File: config.mk
export PLATFORM = sky130hd
export DESIGN_NAME = video_reset_seq
export DESIGN_NICKNAME = d
export VERILOG_FILES = /design/src/rtl/video_reset_seq.sv
export SDC_FILE = /design/constraint.sdc
export NUM_CORES = 1
export LEC_CHECK = 0
export ABC_AREA = 1
export CAP_MARGIN = 5
export CORE_MARGIN = 3
export CORE_UTILIZATION = 40
export CTS_BUF_LIST = sky130_fd_sc_hd__clkbuf_16
export DETAILED_ROUTE_END_ITERATION = 12
export HOLD_SLACK_MARGIN = 0.02
export PLACE_DENSITY_LB_ADDON = 0.3
export SLEW_MARGIN = 20
export SYNTH_ARGS = -nofsm -noshare
export SYNTH_HDL_FRONTEND = slang
export SYNTH_SLANG_ARGS = --single-unit
export TNS_END_PERCENT = 20
File: constraint.sdc
create_clock -name clk -period 3.3 [get_ports clk]
set_clock_uncertainty 0.2 [all_clocks]
set_input_delay 0.66 -clock clk [delete_from_list [all_inputs] [get_ports clk]]
set_output_delay 0.66 -clock clk [all_outputs]
set_load 0.05 [all_outputs]
File: src/rtl/video_reset_seq.sv
// video_reset_seq: sequences the video-pipeline reset from the pixel PLL lock (HOLD -> WAIT_LOCK -> STABLE -> RUN).
// Latency: reset_out falls STABLE_CYCLES+3 edges after lock is first sampled in WAIT_LOCK; rises 3 edges after a lock drop in RUN.
// Backpressure: none, free-running with no handshake; loss_count is built only when VIDEO_RESET_LOSS_COUNT_EN is defined.
module video_reset_seq #(
  parameter int unsigned STABLE_CYCLES = 1024,
  parameter int unsigned HOLD_CYCLES   = 16
) (
  input  logic       clk,
  input  logic       reset,
  input  logic       locked_i,
  output logic       reset_out,
  output logic       ready,
  output logic [1:0] state_o,
  output logic [7:0] loss_count
);

  typedef enum logic [1:0] {
    HOLD      = 2'b00,
    WAIT_LOCK = 2'b01,
    STABLE    = 2'b10,
    RUN       = 2'b11
  } state_t;

  // Terminal counts, pre-truncated to the shared 16-bit counter width.
  localparam logic [15:0] HOLD_LAST   = 16'(HOLD_CYCLES - 1);
  localparam logic [15:0] STABLE_LAST = 16'(STABLE_CYCLES - 1);

  // Both durations must fit the 16-bit counter and be at least one cycle.
  generate
    if (STABLE_CYCLES < 1 || STABLE_CYCLES > 65535) begin : g_bad_stable
      $error("video_reset_seq: STABLE_CYCLES out of range 1..65535");
    end
    if (HOLD_CYCLES < 1 || HOLD_CYCLES > 65535) begin : g_bad_hold
      $error("video_reset_seq: HOLD_CYCLES out of range 1..65535");
    end
  endgenerate

  logic        lk_m;
  logic        lk_s;
  state_t      state;
  state_t      state_nx;
  logic [15:0] cnt;
  logic [15:0] cnt_nx;

  // Two-flop synchroniser: lk_m is the only flop that samples the asynchronous lock.
  always_ff @(posedge clk) begin
    if (reset) begin
      lk_m <= 1'b0;
      lk_s <= 1'b0;
    end else begin
      lk_m <= locked_i;
      lk_s <= lk_m;
    end
  end

  // State and shared cycle counter registers; reset wins over any pending transition.
  always_ff @(posedge clk) begin
    if (reset) begin
      state <= HOLD;
      cnt   <= 16'd0;
    end else begin
      state <= state_nx;
      cnt   <= cnt_nx;
    end
  end

  // Next-state and counter update; the counter restarts from zero on every state change.
  always_comb begin
    state_nx = state;
    cnt_nx   = cnt;
    case (state)
      HOLD: begin
        // Lock is deliberately ignored so the pipeline always sees a minimum reset pulse.
        if (cnt == HOLD_LAST) begin
          state_nx = WAIT_LOCK;
        end else begin
          cnt_nx = cnt + 16'd1;
        end
      end
      WAIT_LOCK: begin
        if (lk_s) begin
          state_nx = STABLE;
        end
      end
      STABLE: begin
        // Any dip in lock, however short, restarts the stability window.
        if (!lk_s) begin
          state_nx = WAIT_LOCK;
        end else if (cnt == STABLE_LAST) begin
          state_nx = RUN;
        end else begin
          cnt_nx = cnt + 16'd1;
        end
      end
      RUN: begin
        if (!lk_s) begin
          state_nx = HOLD;
        end
      end
      default: begin
        state_nx = HOLD;
      end
    endcase
    if (state_nx != state) begin
      cnt_nx = 16'd0;
    end
  end

  // Outputs decode registered state only, so no input reaches them combinationally.
  assign reset_out = (state != RUN);
  assign ready     = ~reset_out;
  assign state_o   = state;

`ifdef VIDEO_RESET_LOSS_COUNT_EN
  logic       loss_evt;
  logic [7:0] loss_q;

  // A lock loss is counted only when it knocks the domain out of RUN.
  assign loss_evt = (state == RUN) && !lk_s;

  // Saturating lock-loss counter; holds at 255 rather than wrapping.
  always_ff @(posedge clk) begin
    if (reset) begin
      loss_q <= 8'd0;
    end else if (loss_evt && (loss_q != 8'hFF)) begin
      loss_q <= loss_q + 8'd1;
    end
  end

  assign loss_count = loss_q;
`else
  assign loss_count = 8'd0;
`endif

endmodule
* Word level (Yosys, flattened, before mapping)
Index checks and enable logic that the tools add are counted.
Widths: inputs -> output; s select.
** Word-level totals
- Memories kept :: 0
- RAM bits :: 0
- Bits in latches :: 0
- Bits in read-only memories :: 0
- Flip-flop bits (word level) :: 20
- Word-level logic and storage cells :: 30
- Input port bits :: 3
** Operators by class
- Add/subtract/negate cells :: 1
- Bitwise logic cells :: 1
- $lt $le $gt $ge :: 0
- Equal/unequal tests :: 10
- Shift operators :: 0
- Reduce and logical (&&, ||, !) cells :: 4
- Multiply operators :: 0
- Divide/modulo/power cells :: 0
- Mux-type cells :: 10
** Operators by type and width (count)
- $mux 16 :: 3
- $pmux 16 s2 :: 1
- $add 16x1->16 const B :: 1
- $eq 16x10->1 const B :: 1
- $eq 16x4->1 const B :: 1
- $mux 2 :: 5
- $ne 2x2->1 const B :: 4
- $pmux 2 s4 :: 1
- $eq 2x2->1 const B :: 2
- $reduce_and 4->1 :: 1
- $eq 2x1->1 const B :: 1
- $logic_not 2->1 :: 1
- $ne 2x2->1 :: 1
- $reduce_bool 2->1 :: 1
- $reduce_or 2->1 :: 1
- $not 1->1 :: 1

* Longest topological paths before layout
- Word-level depth :: 6
- Depth in mapped cells :: 13

* Worst setup path before layout
OpenSTA, ideal clock, no wires.
- Kind :: register -> output
- Start :: register state[1] (netlist: state_o[1])
- End :: output ready
- Buffers on the path :: 0
- Required time :: 2.440 ns
- Stages on the path, launching flop included :: 3
- Arrival time :: 1.581 ns
- Setup slack :: 0.859 ns
- Cell sequence :: dfxtp_1 > nand2_1 > inv_1
** On the way
- Word-level cells in the longest chain between the ends :: 2
** RTL lines
- from (decl) :: line 40 : state_t state;
- from (signal assigned) :: line 62 : state <= state_nx;
- $ne 2x2->1 :: line 110 : assign reset_out = (state != RUN);
- named net reset_out :: line 11 : output logic reset_out,
- $not 1->1 :: line 111 : assign ready = ~reset_out;
- to (decl) :: line 12 : output logic ready,
The timed path passes the listed nets, and every way through them passes these cells.

* Worst setup path in the final report
- Start :: register state[0] (netlist: state_o[0])
- End :: output ready
** On the way
- Word-level cells in the longest chain between the ends :: 2
** RTL lines (line)
- $ne 2x2->1 :: 110
- $not 1->1 :: 111
No other way between the ends.

==> impl_results.html <==
<table>
<tr><th>Metric</th><th>Value</th></tr>
<tr><th colspan="2">Clock tree</th></tr>
<tr><td>CTS Hold Bufs</td><td>0</td></tr>
<tr><td>CTS H-tree lvls</td><td>1</td></tr>
<tr><td>Clock buffer count from CTS</td><td>3</td></tr>
<tr><td>Clock tree root buffer cell</td><td>sky130_fd_sc_hd__clkbuf_16</td></tr>
<tr><td>CTS tree</td><td>done</td></tr>
<tr><td>Deepest clock path buffer count</td><td>2</td></tr>
<tr><td>PostCTS Resize Cnt</td><td>0</td></tr>
<tr><td>CTS clock-pin slew for the worst setup and hold paths</td><td>0.06 ns</td></tr>
<tr><td>Clock latency at the later pin of the worst-skew pair</td><td>0.25 ns</td></tr>
<tr><td>Clock sinks</td><td>20</td></tr>
<tr><td>Buffers inserted during post-CTS setup optimization</td><td>0</td></tr>
<tr><th colspan="2">Global routing</th></tr>
<tr><td>Total global routing overflow</td><td>0</td></tr>
<tr><td>Initial antenna violation count</td><td>0</td></tr>
<tr><td>Global Route Usage Sum</td><td>14.8%</td></tr>
<tr><td>Number of global-route vias before repair</td><td>1190</td></tr>
<tr><td>Largest net degree at the start of global routing</td><td>19</td></tr>
<tr><td>Global-route wire length before repair</td><td>5120 um</td></tr>
<tr><th colspan="2">Floorplan</th></tr>
<tr><td>Number of cell rows</td><td>21</td></tr>
<tr><td>Std-Cell Core Area</td><td>~3400 um2</td></tr>
<tr><td>Height of the die</td><td>65.9 um</td></tr>
<tr><td>Area enclosed by the die boundary</td><td>4340 um2</td></tr>
<tr><td>Width of the die</td><td>65.9 um</td></tr>
<tr><td>Starting density of the core</td><td>42.3%</td></tr>
<tr><td>I/O Pins</td><td>15</td></tr>
<tr><th colspan="2">Final layout</th></tr>
<tr><td>Share of layout cells above drive strength 1</td><td>10.0%</td></tr>
<tr><td>Antenna Cells</td><td>0</td></tr>
<tr><td>Area taken by multi-input logic gates</td><td>828 um2</td></tr>
<tr><td>Net count of the finished layout</td><td>245</td></tr>
<tr><td>Synth-to-Final Area Change</td><td>8.20%</td></tr>
<tr><td>Fin util</td><td>45.8%</td></tr>
<tr><td>FF+latch area</td><td>approximately 400 um2</td></tr>
<tr><td>Number of filler instances in the final layout</td><td>358</td></tr>
<tr><th colspan="2">STA</th></tr>
<tr><td>Final hold violation count</td><td>0</td></tr>
<tr><td>Max Freq</td><td>0.412 GHz</td></tr>
<tr><td>RSZ-0062 raised after global routing</td><td>no</td></tr>
<tr><td>Share of the clock period used by the worst path after layout</td><td>73.6%</td></tr>
<tr><td>Setup TNS Final</td><td>0 ns</td></tr>
<tr><td>Final critical path time including I/O delays and setup</td><td>~2.4 ns</td></tr>
<tr><td>Worst Hold Slack</td><td>around 0.21 ns</td></tr>
<tr><td>Number of max-slew violations in the final report</td><td>0</td></tr>
<tr><td>Final setup fails</td><td>0</td></tr>
<tr><th colspan="2">Yosys</th></tr>
<tr><td>Most common flop cell mapped by yosys</td><td>sky130_fd_sc_hd__dfxtp_1</td></tr>
<tr><td>Cell taking the most area after synthesis</td><td>sky130_fd_sc_hd__dfxtp_1</td></tr>
<tr><td>Adder-cell share of the synthesized area</td><td>0.872%</td></tr>
<tr><td>Count of cell types in the netlist</td><td>24</td></tr>
<tr><td>Synth cell count leaders</td><td>sky130_fd_sc_hd__nand2_1, sky130_fd_sc_hd__nor2_1, sky130_fd_sc_hd__inv_1, sky130_fd_sc_hd__nand3_1, sky130_fd_sc_hd__dfxtp_1</td></tr>
<tr><td>Most instantiated library cell after synthesis</td><td>sky130_fd_sc_hd__nand2_1</td></tr>
<tr><td>Simple-gate portion of the synthesized area</td><td>48.6%</td></tr>
<tr><td>Synthesized-area fraction occupied by ao, oa, aoi and oai cells</td><td>1.83%</td></tr>
<tr><td>Dominant combinational cell family by area after synthesis</td><td>simple AND/OR/NAND/NOR gates</td></tr>
<tr><td>Avg Inst Size Synth</td><td>6.11 um2</td></tr>
<tr><td>Asr flop ratio synth</td><td>0%</td></tr>
<tr><td>Number of flops mapped to enable cells by yosys</td><td>0</td></tr>
<tr><td>Fraction of synthesized cell area taken by the top area cell type</td><td>between 20 and 30%</td></tr>
<tr><td>Synth Instances</td><td>~240</td></tr>
<tr><td>Portion of the post-synthesis area used by sequential elements</td><td>27.9%</td></tr>
<tr><td>Synthesized-area fraction occupied by xor and xnor cells</td><td>4.27%</td></tr>
<tr><td>Number of synthesized register bits</td><td>20</td></tr>
<tr><td>Yosys warning count</td><td>0</td></tr>
<tr><td>Largest cells by area after synthesis</td><td>sky130_fd_sc_hd__dfxtp_1, sky130_fd_sc_hd__nand2_1, sky130_fd_sc_hd__nor2_1, sky130_fd_sc_hd__inv_1, sky130_fd_sc_hd__nand3_1</td></tr>
<tr><td>Post-synth design cell area</td><td>about 1400 um2</td></tr>
<tr><td>Multiplexer share of the synthesized area</td><td>0%</td></tr>
<tr><th colspan="2">Placed design</th></tr>
<tr><td>Sum of net half-perimeters after detailed placement</td><td>1950 um</td></tr>
<tr><td>Routability congestion estimate from global placement</td><td>a little under 0.8</td></tr>
<tr><td>Number of port buffers</td><td>6</td></tr>
<tr><th colspan="2">Run status</th></tr>
<tr><td>Result of the run</td><td>finished, final reports clean</td></tr>
<tr><th colspan="2">Setup path</th></tr>
<tr><td>Startpoint of the lowest-slack register-to-register path</td><td>cnt[0]</td></tr>
<tr><td>Critical Path Max Stage Delay</td><td>0.79 ns</td></tr>
<tr><td>Cell type of the slowest stage on the worst timing path</td><td>sky130_fd_sc_hd__clkdlybuf4s50_1</td></tr>
<tr><td>Arrival time worst endpoint</td><td>between 1.5 and 2 ns</td></tr>
<tr><td>Launching element of the worst setup path</td><td>state_o[0]</td></tr>
<tr><td>Critical path fanouts, max</td><td>5</td></tr>
<tr><td>Kind of end point of the critical path</td><td>primary output</td></tr>
<tr><td>Launching element type of the critical path</td><td>flop</td></tr>
<tr><td>Worst endpoint required time</td><td>around 2.4 ns</td></tr>
<tr><td>Count of buffering cells on the critical path with inverters included</td><td>2</td></tr>
<tr><td>Kind of cell adding the most delay to the critical path</td><td>buffers and inverters</td></tr>
<tr><td>Number of logic stages on the critical path including buffering</td><td>3</td></tr>
<tr><td>Register-to-register path setup slack</td><td>1.16 ns</td></tr>
<tr><td>Depth of the worst register-to-register path</td><td>10</td></tr>
<tr><td>Cells along the critical path</td><td>nand2_1 &gt; inv_1 &gt; clkdlybuf4s50_1</td></tr>
<tr><td>Worst Setup EP</td><td>ready</td></tr>
<tr><td>Capture point of the worst reg-to-reg path</td><td>cnt[0]</td></tr>
<tr><td>Type of the worst setup path</td><td>flop to primary output</td></tr>
<tr><th colspan="2">Worst hold path</th></tr>
<tr><td>HP Class</td><td>flop to flop</td></tr>
<tr><th colspan="2">Pwr</th></tr>
<tr><td>Comb pwr share</td><td>7.7%</td></tr>
<tr><td>Worst IR drop on VDD</td><td>368 uV</td></tr>
<tr><td>Clock group share of total power</td><td>46.2%</td></tr>
<tr><td>Net switching power</td><td>0.126 mW</td></tr>
<tr><td>Proportion of power drawn by flip-flops and latches</td><td>46.2%</td></tr>
<tr><td>Lkg Pwr</td><td>approximately 0.68 nW</td></tr>
<tr><td>Cell internal pwr</td><td>0.416 mW</td></tr>
<tr><td>Switching share of power</td><td>between 20 and 25%</td></tr>
<tr><td>Pwr dens</td><td>349 nW/um2</td></tr>
<tr><th colspan="2">Detailed routing</th></tr>
<tr><td>Post-route DRC violation count</td><td>0</td></tr>
<tr><td>First-pass iteration count of the detailed router</td><td>4</td></tr>
<tr><td>Aggregate routed wire length</td><td>2650 um</td></tr>
<tr><td>Final routed wire length divided by cell count</td><td>9.26 um</td></tr>
<tr><td>Via count</td><td>~1200</td></tr>
<tr><td>Remaining antenna violation count</td><td>0</td></tr>
<tr><td>1st-iter DRT viols</td><td>50</td></tr>
<tr><td>Vias per Instance</td><td>4.36</td></tr>
<tr><th colspan="2">Run</th></tr>
<tr><td>Count of max-cap constraint violations</td><td>0</td></tr>
</table>
[final cells by class]
type                            count  share of cell area [%]
Timing Repair Buffer                6                    3.87
Multi-Input combinational cell    176                    53.3
Tap cell                           46                    3.71
Clock inverter                      1                   0.242
Sequential cell                    20                    25.8
Inverter                           34                    8.22
Clock buffer                        3                    4.83
[per-layer routing]
layer,vias up,share of wire [%],GRT usage [%]
met5,-,0,0
met4,0,0.72,3.89
met3,2,3.3,4.25
met2,11,45,24.4
met1,529,51,18.7
li1,706,-,-
[worst register-to-register path, stage by stage (launching register included)]
cell and delay [ns]:
sky130_fd_sc_hd__dfxtp_1 0.41, sky130_fd_sc_hd__ha_1 0.26, sky130_fd_sc_hd__nand3_2 0.14, sky130_fd_sc_hd__nor2_2 0.17, sky130_fd_sc_hd__nand2_1 0.08, sky130_fd_sc_hd__nand2_2 0.08, sky130_fd_sc_hd__nand2_4 0.14, sky130_fd_sc_hd__nand2_8 0.19
sky130_fd_sc_hd__nand2_2 0.08, sky130_fd_sc_hd__nand2_4 0.21, sky130_fd_sc_hd__nor2_1 0.08
[per-stage QoR]
step / setup slack [ns] / total power [mW] / area, um2 / cells
after floorplan: 0.859 / 0.301 / 1460 / 242
after global placement: 1.15 / 0.297 / 1470 / 282
after detailed placement: 1.14 / 0.297 / 1470 / 282
after CTS: 0.863 / 0.548 / 1550 / 286
after global routing: 0.783 / 0.565 / 1550 / 286
final: 0.870 / 0.542 / 1550 / 286
[cells in the final DEF (no fill, tap or decap), drive strengths merged]
cell / count
or2: 1
clkinv: 1
clkbuf: 3
o21ai: 4
nand2: 82
ha: 1
a31oi: 1
nand3b: 1
nor2: 45
clkdlybuf4s50: 6
dfxtp: 20
xor2: 2
nand3: 23
inv: 34
xnor2: 5
nand4: 3
conb: 8
[cell families (layout without fill, tap and decap cells)]
kind of cell               count (synthesis)  after routing
buffers and inverters                     46             44
AOI/OAI and AO/OA                          5              5
xor gates and xnor gates                   7              7
adders and majority gates                  1              1
and+or+nand+nor                          155            155
DFF                                       20             20
other                                      1              8
[how the worst min path moves through the flow]
| stage | slack [ns] | cells past startpoint | startpoint | endpoint |
|---|---|---|---|---|
| after detailed placement | 0.20 | 2 | lk_m | lk_s |
| after CTS | 0.21 | 2 | lk_m | lk_s |
| after global placement | 0.19 | 2 | lk_m | lk_s |
| after floorplan | 0.19 | 2 | lk_m | lk_s |
| final | 0.21 | 2 | lk_m | lk_s |
| after global routing | 0.23 | 2 | lk_m | lk_s |
[state kept, by name, indices dropped and copies added (netlist names)]
signal	cells
lk_m	1
lk_s	1
cnt	16
state_o	2
[power groups by stage]
| stage | logic, mW | clock network [mW] | registers [mW] |
|---|---|---|---|
| 2_1_floorplan | 0.0461 | 0 | 0.255 |
| 3_3_place_gp | 0.0413 | 0 | 0.255 |
| 3_5_place_dp | 0.0415 | 0 | 0.256 |
| 4_1_cts | 0.0418 | 0.256 | 0.250 |
| 5_1_grt | 0.0461 | 0.268 | 0.251 |
| 6_report | 0.0415 | 0.250 | 0.250 |
Note: power is estimated with default switching activity, not from simulation.
